File: src/rtl/press_classifier_if.sv
// Debounced edge pulses in, gesture events and status levels out.
interface press_classifier_if;
  logic i_pos;
  logic i_neg;
  logic o_short;
  logic o_long;
  logic o_double;
  logic o_hold;
  logic o_busy;

  modport master (output i_pos, i_neg,
                  input  o_short, o_long, o_double, o_hold, o_busy);
  modport slave  (input  i_pos, i_neg,
                  output o_short, o_long, o_double, o_hold, o_busy);
endinterface

File: src/rtl/press_classifier.sv
// Classifies button gestures (short / long / double click) from debounced
// rise/fall pulses; one registered event pulse per gesture.
module press_classifier #(
  parameter int LONG_CYC = 8,
  parameter int DBL_GAP  = 5
) (
  input  logic              i_clk,
  input  logic              i_rst,
  press_classifier_if.slave bus
);
  localparam int MAX_CYC = (LONG_CYC > DBL_GAP) ? LONG_CYC : DBL_GAP;
  localparam int CNT_BIT = $clog2(MAX_CYC);
  localparam logic [CNT_BIT-1:0] LONG_LAST = CNT_BIT'(LONG_CYC - 1);
  localparam logic [CNT_BIT-1:0] GAP_LAST  = CNT_BIT'(DBL_GAP - 1);

  typedef enum logic [2:0] {IDLE, PRESS, HELD, GAP, WAIT_REL} state_e;

  state_e             state_q, state_d;
  logic [CNT_BIT-1:0] cnt_q, cnt_d;
  logic               short_q, short_d;
  logic               long_q, long_d;
  logic               double_q, double_d;

  always_ff @(posedge i_clk) begin
    if (i_rst) begin
      state_q  <= IDLE;
      cnt_q    <= '0;
      short_q  <= 1'b0;
      long_q   <= 1'b0;
      double_q <= 1'b0;
    end else begin
      state_q  <= state_d;
      cnt_q    <= cnt_d;
      short_q  <= short_d;
      long_q   <= long_d;
      double_q <= double_d;
    end
  end

  // Release beats long timeout in PRESS; second press beats gap timeout in GAP.
  always_comb begin
    state_d = state_q;
    cnt_d   = '0;
    case (state_q)
      IDLE:     if (bus.i_pos) state_d = PRESS;
      PRESS: begin
        cnt_d = cnt_q + CNT_BIT'(1);
        if (bus.i_neg) begin
          state_d = GAP;
          cnt_d   = '0;
        end else if (cnt_q == LONG_LAST) begin
          state_d = HELD;
          cnt_d   = '0;
        end
      end
      HELD:     if (bus.i_neg) state_d = IDLE;
      GAP: begin
        cnt_d = cnt_q + CNT_BIT'(1);
        if (bus.i_pos) begin
          state_d = WAIT_REL;
          cnt_d   = '0;
        end else if (cnt_q == GAP_LAST) begin
          state_d = IDLE;
          cnt_d   = '0;
        end
      end
      WAIT_REL: if (bus.i_neg) state_d = IDLE;
      default:  state_d = IDLE;
    endcase
  end

  always_comb begin
    long_d   = (state_q == PRESS) && !bus.i_neg && (cnt_q == LONG_LAST);
    short_d  = (state_q == GAP)   && !bus.i_pos && (cnt_q == GAP_LAST);
    double_d = (state_q == GAP)   &&  bus.i_pos;
  end

  assign bus.o_short  = short_q;
  assign bus.o_long   = long_q;
  assign bus.o_double = double_q;
  assign bus.o_hold   = (state_q == HELD);
  assign bus.o_busy   = (state_q != IDLE);
endmodule

File: src/flat_wrapper.sv
// flat-port wrapper written by rule: the top's interface ports become plain ports
module press_classifier_flat 
#(
  parameter int LONG_CYC = 8,
  parameter int DBL_GAP  = 5
)
  (i_clk, i_rst, bus_i_pos, bus_i_neg, bus_o_short, bus_o_long, bus_o_double, bus_o_hold, bus_o_busy);
  press_classifier_if bus_i ();
  input  logic i_clk;
  input  logic i_rst;
  input wire logic [$bits(bus_i.i_pos)-1:0] bus_i_pos;
  input wire logic [$bits(bus_i.i_neg)-1:0] bus_i_neg;
  output wire logic [$bits(bus_i.o_short)-1:0] bus_o_short;
  output wire logic [$bits(bus_i.o_long)-1:0] bus_o_long;
  output wire logic [$bits(bus_i.o_double)-1:0] bus_o_double;
  output wire logic [$bits(bus_i.o_hold)-1:0] bus_o_hold;
  output wire logic [$bits(bus_i.o_busy)-1:0] bus_o_busy;
  assign bus_i.i_pos = bus_i_pos;
  assign bus_i.i_neg = bus_i_neg;
  assign bus_o_short = bus_i.o_short;
  assign bus_o_long = bus_i.o_long;
  assign bus_o_double = bus_i.o_double;
  assign bus_o_hold = bus_i.o_hold;
  assign bus_o_busy = bus_i.o_busy;
  press_classifier #(.LONG_CYC(LONG_CYC), .DBL_GAP(DBL_GAP)) u_core (.i_clk(i_clk), .i_rst(i_rst), .bus(bus_i));
endmodule
File: config.mk
export PLATFORM = sky130hd
export DESIGN_NAME = press_classifier_flat
export DESIGN_NICKNAME = d
export VERILOG_FILES = /design/src/rtl/press_classifier_if.sv /design/src/rtl/press_classifier.sv /design/src/flat_wrapper.sv
export SDC_FILE = /design/constraint.sdc
export NUM_CORES = 1
export LEC_CHECK = 0
export ABC_CLOCK_PERIOD_IN_PS = 3900
export CAP_MARGIN = 5
export CELL_PAD_IN_SITES_DETAIL_PLACEMENT = 0
export CELL_PAD_IN_SITES_GLOBAL_PLACEMENT = 2
export CORE_MARGIN = 4
export CORE_UTILIZATION = 36
export DETAILED_ROUTE_END_ITERATION = 8
export DONT_BUFFER_PORTS = 1
export PLACE_DENSITY_LB_ADDON = 0.1
export SLEW_MARGIN = 30
export SYNTH_ARGS = -nofsm -noshare
export SYNTH_HDL_FRONTEND = slang
export SYNTH_SLANG_ARGS = --single-unit
File: constraint.sdc
create_clock -name i_clk -period 3.9 [get_ports i_clk]
set_input_delay 0.585 -clock i_clk [delete_from_list [all_inputs] [get_ports i_clk]]
set_output_delay 0.585 -clock i_clk [all_outputs]
set_load 0.1 [all_outputs]
==> results.md, run 1 <==
* Final Skew at 2.20 ps
* Netlist Area Pre-Place at 473 um2
* Yosys reg bits at 9
* Vias at 360
* Post-DP HPWL at 671 um
* Routing usage on met2 at 13.7%
* Fmax at 498 MHz
* Final WL at 839 um
* Setup CP Type: register to output port
* Hold Crit Class: input pin to register
* Share of post-route cells with drive strength above 1 at 18.9%
* Vias per std cell at 5.37
* Die area at 0.00196 mm2
* DRT Pass-1 Iters at 4
* Tcrit/Tclk final at 51.4%
* Gr ovfl total at 0
* Post-CTS Setup Inserts at 0
* Port buffer count at 0
* TritonCTS clock tree: done
* Total GRT Usage at 10.5%
* Setup tns final at 0 ps
* Max VDD drop at 0.198 mV
* GR peak layer: met2
* Hold Worst Slack at 406 ps
* Core area at 0.00117 mm2
* Final Max Slew Viols at 0
* WP buf/inv at 0
* RSZ-0062 raised after global routing: false
* Clock Pin Slew Worst Setup and Hold Paths at 60 ps
* Filler instances at 118
* M1 GR Usage at 11.4%
* Initial DRC Count at 13
* Most common cell after layout, fill and taps aside: dfxtp_1
* # setup viols final at 0
* Final min period at 2010 ps
* Placer Congestion at 0.750
* Initial antenna violation count at 0
* Final nets at 61
* Root Driver: clkbuf_4
* Launching point of the worst reg2reg path: u_core.cnt_q[0]$_SDFF_PP0_
* Worst slew pin tran at 935 ps
* Leakage Power at 0.203 nW
* Clk sink count at 9
* CP startpoint kind: register
* Largest net degree at the start of global routing at 15
* Row cnt at 12
* Syn. warnings at 0
* Final ANT Viol Nets at 0
* Area share of the largest cell type after synthesis at 38.1%
* DR WL/cell at 12.5 um
* Synthesized instance count at 51
* Die width at 44.2 um
* Max cap viols at 0
* Outcome: completed
* Critical path's largest stage delay at 780 ps
* Initial Utilization at 40.4%
* Worst EP required at 3310 ps
* Area Growth Syn to Fin at 10.6%
* I/O pins at 9
* First-pass GRT wire length at 1420 um
* Power density cells at 432 mW/mm2
* Die span in y at 44.2 um
* Worst rel slew slack at 37.6%
* Worst EP arrival at 1420 ps
* Cts bufs inserted at 3
* Leading area contributor after synthesis: dfxtp_1
* Post-route DRC at 0
* Vias in the first global route at 320
* Synth Flop Type: dfxtp_1
* H-Tree Depth at 1
* Synth Net Count at 58
* Antenna Diode Count at 0
* Clock latency on the worst-skew pair at 250 ps
* Slowest cell on crit path: or3_2
* Top cells by area, synth: dfxtp_1 38%, ha_1 7.9%, nor3b_2 5.3%, nand3b_1 4.8%, a21oi_1 3.2%
* HP Start: i_rst
* Post-CTS sizing at 0
* Final Util at 44.7%
* CTS Buffer Depth at 2
* Number of enable flip-flop cells after synthesis at 0
* Seq/Total Area, Yosys at 38.1%
* Met3 Use GR at 9.76%
* CP delay by family, top: simple AND/OR/NAND/NOR gates
* Crit. End Element: output port
* CTS Hold Buffers Added at 0
* Synth cell types at 26
* Asr flop ratio synth at 0%
* Commonest cells after routing, fill and taps aside: 9 x dfxtp_1, 4 x nor2_1
* Crit-path cells: or3_2
* CP max FO at 10
* Final Hold Viols at 0
* Average size of a mapped cell at 9.27 um2
* Critical path launch point: u_core.state_q[0]$_SDFFE_PP0P_
==> registers in the layout (all words and copies together), names as in the netlist <==
name                 flops
u_core.bus.o_double      1
u_core.bus.o_long        1
u_core.bus.o_short       1
u_core.cnt_q             3
u_core.state_q           3
==> layer usage <==
layer / up-vias / share of wire [%]
met1: 161 / 42
li1: 186 / -
met3: 0 / 13
met2: 13 / 45
met5: - / 0
met4: 0 / 0
==> kinds of logic after synthesis <==
kind of cell               after synthesis  synth area share [%]
AOI/OAI and AO/OA                       10                  14.3
adders and majority gates                3                  7.94
buffers and inverters                    5                  6.61
DFF                                      9                  38.1
and+or+nand+nor                         24                  33.1
==> report_power, final <==
part / switching (mW) / total (mW) / internal, mW
combinational: 0.0345 / 0.0534 / 0.0189
sequential: 0.00906 / 0.105 / 0.0959
clock: 0.0286 / 0.0677 / 0.0392
total: 0.0721 / 0.226 / 0.154
==> cells in the mapped netlist (2+ instances only) <==
master    number
nand3_1        2
nand3b_1       3
and3_1         2
dfxtp_1        9
nor2b_1        2
o21ai_0        2
ha_1           3
nand2_1        3
a21oi_1        3
nor2_1         4
inv_1          2
nor3b_2        2
==> final timing paths <==
check / endpoint / slack, ps / depth (start not counted)
worst max-delay path: bus_o_busy / 1890 / 1
worst min-delay path: u_core.state_q[2]$_SDFFE_PP0P_ / 410 / 1
worst max register to register: u_core.cnt_q[0]$_SDFF_PP0_ / 2540 / 4
worst min register to register: u_core.cnt_q[0]$_SDFF_PP0_ / 470 / 1
==> layout make-up <==
class | count | area, um2 | share of cell area [%]
Multi-Input combinational cell | 37 | 267 | 51.0
Sequential cell | 9 | 180 | 34.4
Clock buffer | 4 | 26.3 | 5.02
Timing Repair Buffer | 1 | 25.0 | 4.78
Tap cell | 14 | 17.5 | 3.35
Inverter | 2 | 7.51 | 1.44
==> stage by stage <==
stage	instances	setup slack, ps	power [mW]	instance area [um2]
5_1_grt	67	1840	0.241	523
3_3_place_gp	63	2180	0.160	497
6_report	67	1890	0.226	523
2_1_floorplan	51	598	0.153	473
3_5_place_dp	63	2170	0.160	497
4_1_cts	67	1890	0.229	523
Power figures use the tool's default switching activity.
==> inputs of run 2 (changes only) <==
--- a/config.mk
+++ b/config.mk
@@ -5,12 +5,12 @@
 export SDC_FILE = /design/constraint.sdc
 export NUM_CORES = 1
 export LEC_CHECK = 0
-export ABC_CLOCK_PERIOD_IN_PS = 3900
+export ABC_CLOCK_PERIOD_IN_PS = 2000
 export CAP_MARGIN = 5
 export CELL_PAD_IN_SITES_DETAIL_PLACEMENT = 0
 export CELL_PAD_IN_SITES_GLOBAL_PLACEMENT = 2
 export CORE_MARGIN = 4
-export CORE_UTILIZATION = 36
+export CORE_UTILIZATION = 34
 export DETAILED_ROUTE_END_ITERATION = 8
 export DONT_BUFFER_PORTS = 1
 export PLACE_DENSITY_LB_ADDON = 0.1
==> constraint.sdc (replaced) <==
create_clock -name i_clk -period 2 [get_ports i_clk]
set_input_delay 0.3 -clock i_clk [delete_from_list [all_inputs] [get_ports i_clk]]
set_output_delay 0.3 -clock i_clk [all_outputs]
set_load 0.1 [all_outputs]
==> results.md, run 2 (synthesis results as in run 1) <==
* Clock latency on the worst-skew pair at 260 ps (about the same)
* Post-DP HPWL at 755 um (+13%)
* Port buffer count at 0 (unchanged)
* Total GRT Usage at 12.0% (+1.5 points)
* Fraction of power spent switching nets at 33.9% (+2.0 points)
* Root Driver: clkbuf_4
* Worst rel slew slack at 67.2% (+30 points)
* Initial antenna violation count at 0 (unchanged)
* Net Switching at 0.152 mW (+110%)
* Max cap viols at 0 (unchanged)
* Hold Crit Class: input pin to register
* Final Max Slew Viols at 0 (unchanged)
* Largest net degree at the start of global routing at 15 (unchanged)
* Post-CTS sizing at 0 (unchanged)
* DR WL/cell at 13.9 um (+11%)
* H-Tree Depth at 1 (unchanged)
* Worst slew pin tran at 492 ps (-442 ps)
* Initial Utilization at 36.3% (-4.0 points)
* Clk sink count at 9 (unchanged)
* CP startpoint kind: register
* WP buf/inv at 0 (unchanged)
* Final Util at 41.2% (-3.5 points)
* Crit. End Element: output port
* Most common cell after layout, fill and taps aside: dfxtp_1
* Antenna Diode Count at 0 (unchanged)
* Seq pwr share at 45.6% (-0.8 points)
* Tcrit/Tclk final at 88.4%
* # setup viols final at 0 (unchanged)
* CTS Buffer Depth at 2 (unchanged)
* DRT Pass-1 Iters at 4 (unchanged)
* TritonCTS clock tree: done
* Vias per std cell at 5.35 (-0.39%)
* Post-route DRC at 0 (unchanged)
* Initial DRC Count at 7 (-6)
* CTS Hold Buffers Added at 0 (unchanged)
* Die span in y at 45.3 um (+2.4%)
* R2R setup slack at 640 ps (-1900 ps)
* Area Growth Syn to Fin at 13.2%
* Setup CP Type: register to output port
* Clock Power Share at 31.4% (+1.4 points)
* Share of post-route cells with drive strength above 1 at 23.2% (+4.3 points)
* Final Hold Viols at 0 (unchanged)
* CP max FO at 10 (unchanged)
* Power density cells at 838 mW/mm2 (+94%)
* Row cnt at 13 (+1)
* Biggest regs: u_core.cnt_q (3), u_core.state_q (3)
* Die area at 0.00205 mm2 (+4.8%)
* Worst EP required at 1700 ps (-1610 ps)
* Vias in the first global route at 388 (+21%)
* Final ANT Viol Nets at 0 (unchanged)
* Outcome: completed
* Vias at 380 (+5.6%)
* Slowest cell on crit path: or3_2
* Setup tns final at 0 ps (unchanged)
* Max VDD drop at 0.240 mV (+21%)
* First-pass GRT wire length at 1730 um (+22%)
* Leakage Power at 0.213 nW (+4.8%)
* Clock Pin Slew Worst Setup and Hold Paths at 60 ps (about the same)
* Fmax at 566 MHz
* Final min period at 1770 ps
* Final WL at 988 um (+18%)
* Comb power frac at 23.0% (-0.6 points)
* I/O pins at 9 (unchanged)
* Post-CTS Setup Inserts at 0 (unchanged)
* CP delay by family, top: simple AND/OR/NAND/NOR gates
* Gr ovfl total at 0 (unchanged)
* Worst EP arrival at 1470 ps (+50 ps)
* Cts bufs inserted at 3 (unchanged)
* Pint at 0.297 mW (+93%)
* RSZ-0062 raised after global routing: false
* Final Skew at 1.04 ps (-1.16 ps)
* Crit-path cells: or3_2
* Final nets at 64 (+4.9%)
* Die width at 45.3 um (+2.4%)
* Placer Congestion at 0.755 (+0.64%)
* Core area at 0.00130 mm2 (+11%)
* Commonest cells after routing, fill and taps aside: 9 x dfxtp_1, 4 x nor2_1, 4 x buf_4
* Critical path's largest stage delay at 790 ps (about the same)
==> run 2: layer usage <==
metal,track usage (%),vias up,routed length (um)
met3,3.98,2,73
met5,0,-,0
li1,-,191,-
met4,5.26,0,12
met1,13.9,177,397
met2,19.8,10,504
==> run 2: path summary, 6_finish.rpt <==
check,to,startpoint,cells after the start
setup reg to reg,u_core.cnt_q[0]$_SDFF_PP0_,u_core.cnt_q[0]$_SDFF_PP0_,4
hold reg to reg,u_core.cnt_q[0]$_SDFF_PP0_,u_core.cnt_q[0]$_SDFF_PP0_,1
hold / removal,u_core.state_q[2]$_SDFFE_PP0P_,i_rst,1
setup / recovery,bus_o_busy,u_core.state_q[0]$_SDFFE_PP0P_,1
==> run 2: through the flow <==
step	area [um2]	total power [mW]	cells	hold WS, ps	setup WS [ps]
2_1_floorplan	484	0.303	51	369	348
3_3_place_gp	509	0.310	67	371	544
3_5_place_dp	509	0.313	67	375	515
4_1_cts	536	0.454	71	101	230
5_1_grt	536	0.464	71	109	211
6_report	536	0.449	71	104	232
==> run 2: final cells by class <==
type,instances,area (um2)
multi-input combinational,37,273
timing repair buffer,4,30.0
sequential,9,180
clock buffer,4,26.3
tap,15,18.8
inverter,2,7.51
fill,135,766
==> run 2: power by group through the flow <==
stage | Clock, mW | Sequential (mW) | Combinational, mW
final | 0.141 | 0.205 | 0.103
after global routing | 0.148 | 0.207 | 0.109
after CTS | 0.145 | 0.204 | 0.104
after detailed placement | 0 | 0.209 | 0.104
after global placement | 0 | 0.206 | 0.104
after floorplan | 0 | 0.196 | 0.107
==> inputs of run 3 (changes only) <==
--- a/config.mk
+++ b/config.mk
@@ -5,7 +5,7 @@
 export SDC_FILE = /design/constraint.sdc
 export NUM_CORES = 1
 export LEC_CHECK = 0
-export ABC_CLOCK_PERIOD_IN_PS = 2000
+export ABC_CLOCK_PERIOD_IN_PS = 1650
 export CAP_MARGIN = 5
 export CELL_PAD_IN_SITES_DETAIL_PLACEMENT = 0
 export CELL_PAD_IN_SITES_GLOBAL_PLACEMENT = 2
@@ -14,6 +14,7 @@
 export DETAILED_ROUTE_END_ITERATION = 8
 export DONT_BUFFER_PORTS = 1
 export PLACE_DENSITY_LB_ADDON = 0.1
+export RECOVER_POWER = 25
 export SLEW_MARGIN = 30
 export SYNTH_ARGS = -nofsm -noshare
 export SYNTH_HDL_FRONTEND = slang
==> constraint.sdc (replaced) <==
create_clock -name i_clk -period 1.65 [get_ports i_clk]
set_input_delay 0.2475 -clock i_clk [delete_from_list [all_inputs] [get_ports i_clk]]
set_output_delay 0.2475 -clock i_clk [all_outputs]
set_load 0.1 [all_outputs]
==> results.md, run 3 (synthesis results as in run 1) <==
* Worst EP required at 1400 ps (-300 ps)
* Vias per std cell at 5.33 (-0.44%)
* First-pass GRT wire length at 1720 um (-0.75%)
* Final std cells w/o fill at 73 (+2.8%)
* Hold Crit Class: input pin to register
* Placer Congestion at 0.745 (-1.3%)
* Filler instances at 144 (+6.7%)
* Clk sink count at 9 (unchanged)
* Post-route DRC at 0 (unchanged)
* H-Tree Depth at 1 (unchanged)
* Setup CP Type: register to output port
* Max VDD drop at 0.324 mV (+35%)
* Row cnt at 13 (unchanged)
* Vias in the first global route at 365 (-5.9%)
* Core area at 0.00130 mm2 (unchanged)
* Cts bufs inserted at 3 (unchanged)
* Final ANT Viol Nets at 0 (unchanged)
* Vias at 389 (+2.4%)
* RSZ-0062 raised after global routing: false
* Die width at 45.3 um (unchanged)
* TritonCTS clock tree: done
* Critical path's largest stage delay at 560 ps (-230 ps)
* CTS Buffer Depth at 2 (unchanged)
* Gr ovfl total at 0 (unchanged)
* Total GRT Usage at 12.4% (+0.42 points)
* Largest net degree at the start of global routing at 12 (-3)
* Leakage Power at 0.221 nW (+3.7%)
* Die span in y at 45.3 um (unchanged)
* Worst setup margin at 170 ps (-62.6 ps)
* Crit. End Element: output port
* Final min period at 1480 ps
* # setup viols final at 0 (unchanged)
* Most common cell after layout, fill and taps aside: dfxtp_1
* I/O pins at 9 (unchanged)
* Tcrit/Tclk final at 89.7%
* Fmax at 676 MHz
* Power consumption at 0.551 mW (+23%)
* Worst rel slew slack at 64.1% (-3.1 points)
* Max cap viols at 0 (unchanged)
* WP buf/inv at 0 (unchanged)
* DR WL/cell at 13.7 um (-1.8%)
* CP delay by family, top: simple AND/OR/NAND/NOR gates
* Final Hold Viols at 0 (unchanged)
* Final Skew at 6.59 ps (+5.54 ps)
* Share of post-route cells with drive strength above 1 at 25.9% (+2.6 points)
* Placement Setup Slack at 241 ps (-274 ps)
* Worst slew pin tran at 540 ps (+48.1 ps)
* Final nets at 66 (+3.1%)
* Clock Pin Slew Worst Setup and Hold Paths at 60 ps (about the same)
* Initial Utilization at 36.3% (unchanged)
* Area Growth Syn to Fin at 15.6%
* Commonest cells after routing, fill and taps aside: 9 x dfxtp_1, 4 x nor2_1
* Worst EP arrival at 1230 ps (-240 ps)
* Inst Count DP at 69 (+3.0%)
* Post-DP Area at 524 um2 (+2.9%)
* CP startpoint kind: register
* Setup tns final at 0 ps (unchanged)
* Biggest regs: u_core.cnt_q (3), u_core.state_q (3)
* Final WL at 998 um (+1.0%)
* Port buffer count at 0 (unchanged)
* DRT Pass-1 Iters at 4 (unchanged)
* CP max FO at 9 (-1)
* Antenna Diode Count at 0 (unchanged)
* Pint at 0.370 mW (+25%)
* Hold Worst Slack at 48.9 ps (-55.5 ps)
* Clock Power Share at 30.0% (-1.4 points)
* Net Switching at 0.181 mW (+19%)
* Final Max Slew Viols at 0 (unchanged)
* Initial DRC Count at 6 (-1)
* Die area at 0.00205 mm2 (unchanged)
* Final Util at 42.0% (+0.87 points)
* Root Driver: clkbuf_4
* Seq pwr share at 42.5% (-3.1 points)
* Comb power frac at 27.4% (+4.4 points)
* Crit-path cells: or3_4
* Power density cells at 1010 mW/mm2 (+20%)
* Fraction of power spent switching nets at 32.8% (-1.1 points)
* Post-route cell area at 547 um2 (+2.1%)
* Post-DP HPWL at 767 um (+1.6%)
* Initial antenna violation count at 0 (unchanged)
* Outcome: completed
* Clock latency on the worst-skew pair at 260 ps (about the same)
* Slowest cell on crit path: or3_4
==> run 3: cell types whose count changed in the layout (fill, tap and decap cells not counted), sizes merged <==
| cell | previous run | this run |
|---|---|---|
| clkbuf | 4 | 7 |
| buf | 4 | 3 |
==> run 3: path summary, 6_finish.rpt <==
path              depth (start not counted)  slack [ps]                              to                           start
setup / recovery                          1         170                      bus_o_busy  u_core.state_q[2]$_SDFFE_PP0P_
hold / removal                            1          50  u_core.state_q[2]$_SDFFE_PP0P_                           i_rst
setup reg to reg                          4         250      u_core.cnt_q[0]$_SDFF_PP0_      u_core.cnt_q[0]$_SDFF_PP0_
hold reg to reg                           1         460      u_core.cnt_q[0]$_SDFF_PP0_      u_core.cnt_q[0]$_SDFF_PP0_
==> run 3: area by class of cell <==
class                           instances  area, um2  area share (%)
Inverter                                2       7.51            1.37
Multi-Input combinational cell         37        277            50.6
Tap cell                               15       18.8            3.43
Clock buffer                            4       26.3            4.81
Sequential cell                         9        180            33.0
Timing Repair Buffer                    6       37.5            6.86
==> run 3: power groups by stage <==
stage	Combinational (mW)	Clock (mW)	Sequential (mW)
finish	0.151	0.166	0.234
global route	0.161	0.192	0.236
CTS	0.153	0.174	0.234
detailed placement	0.149	0	0.239
global placement	0.146	0	0.238
floorplan	0.129	0	0.238
==> run 3: per-layer routing <==
layer / wire length, um / global-route usage [%] / vias up
met2: 511 / 20.3 / 15
met5: 0 / 0 / -
met3: 80 / 6.77 / 0
met4: 0 / 5.26 / 0
met1: 406 / 12.9 / 179
li1: - / - / 195
==> run 3: what timing repair did <==
action | in CTS | in global routing
setup buffers | 0 | 0
hold buffers | 0 | 0
resized for setup | 1 | 0
setup endpoints to repair | 1 | 0
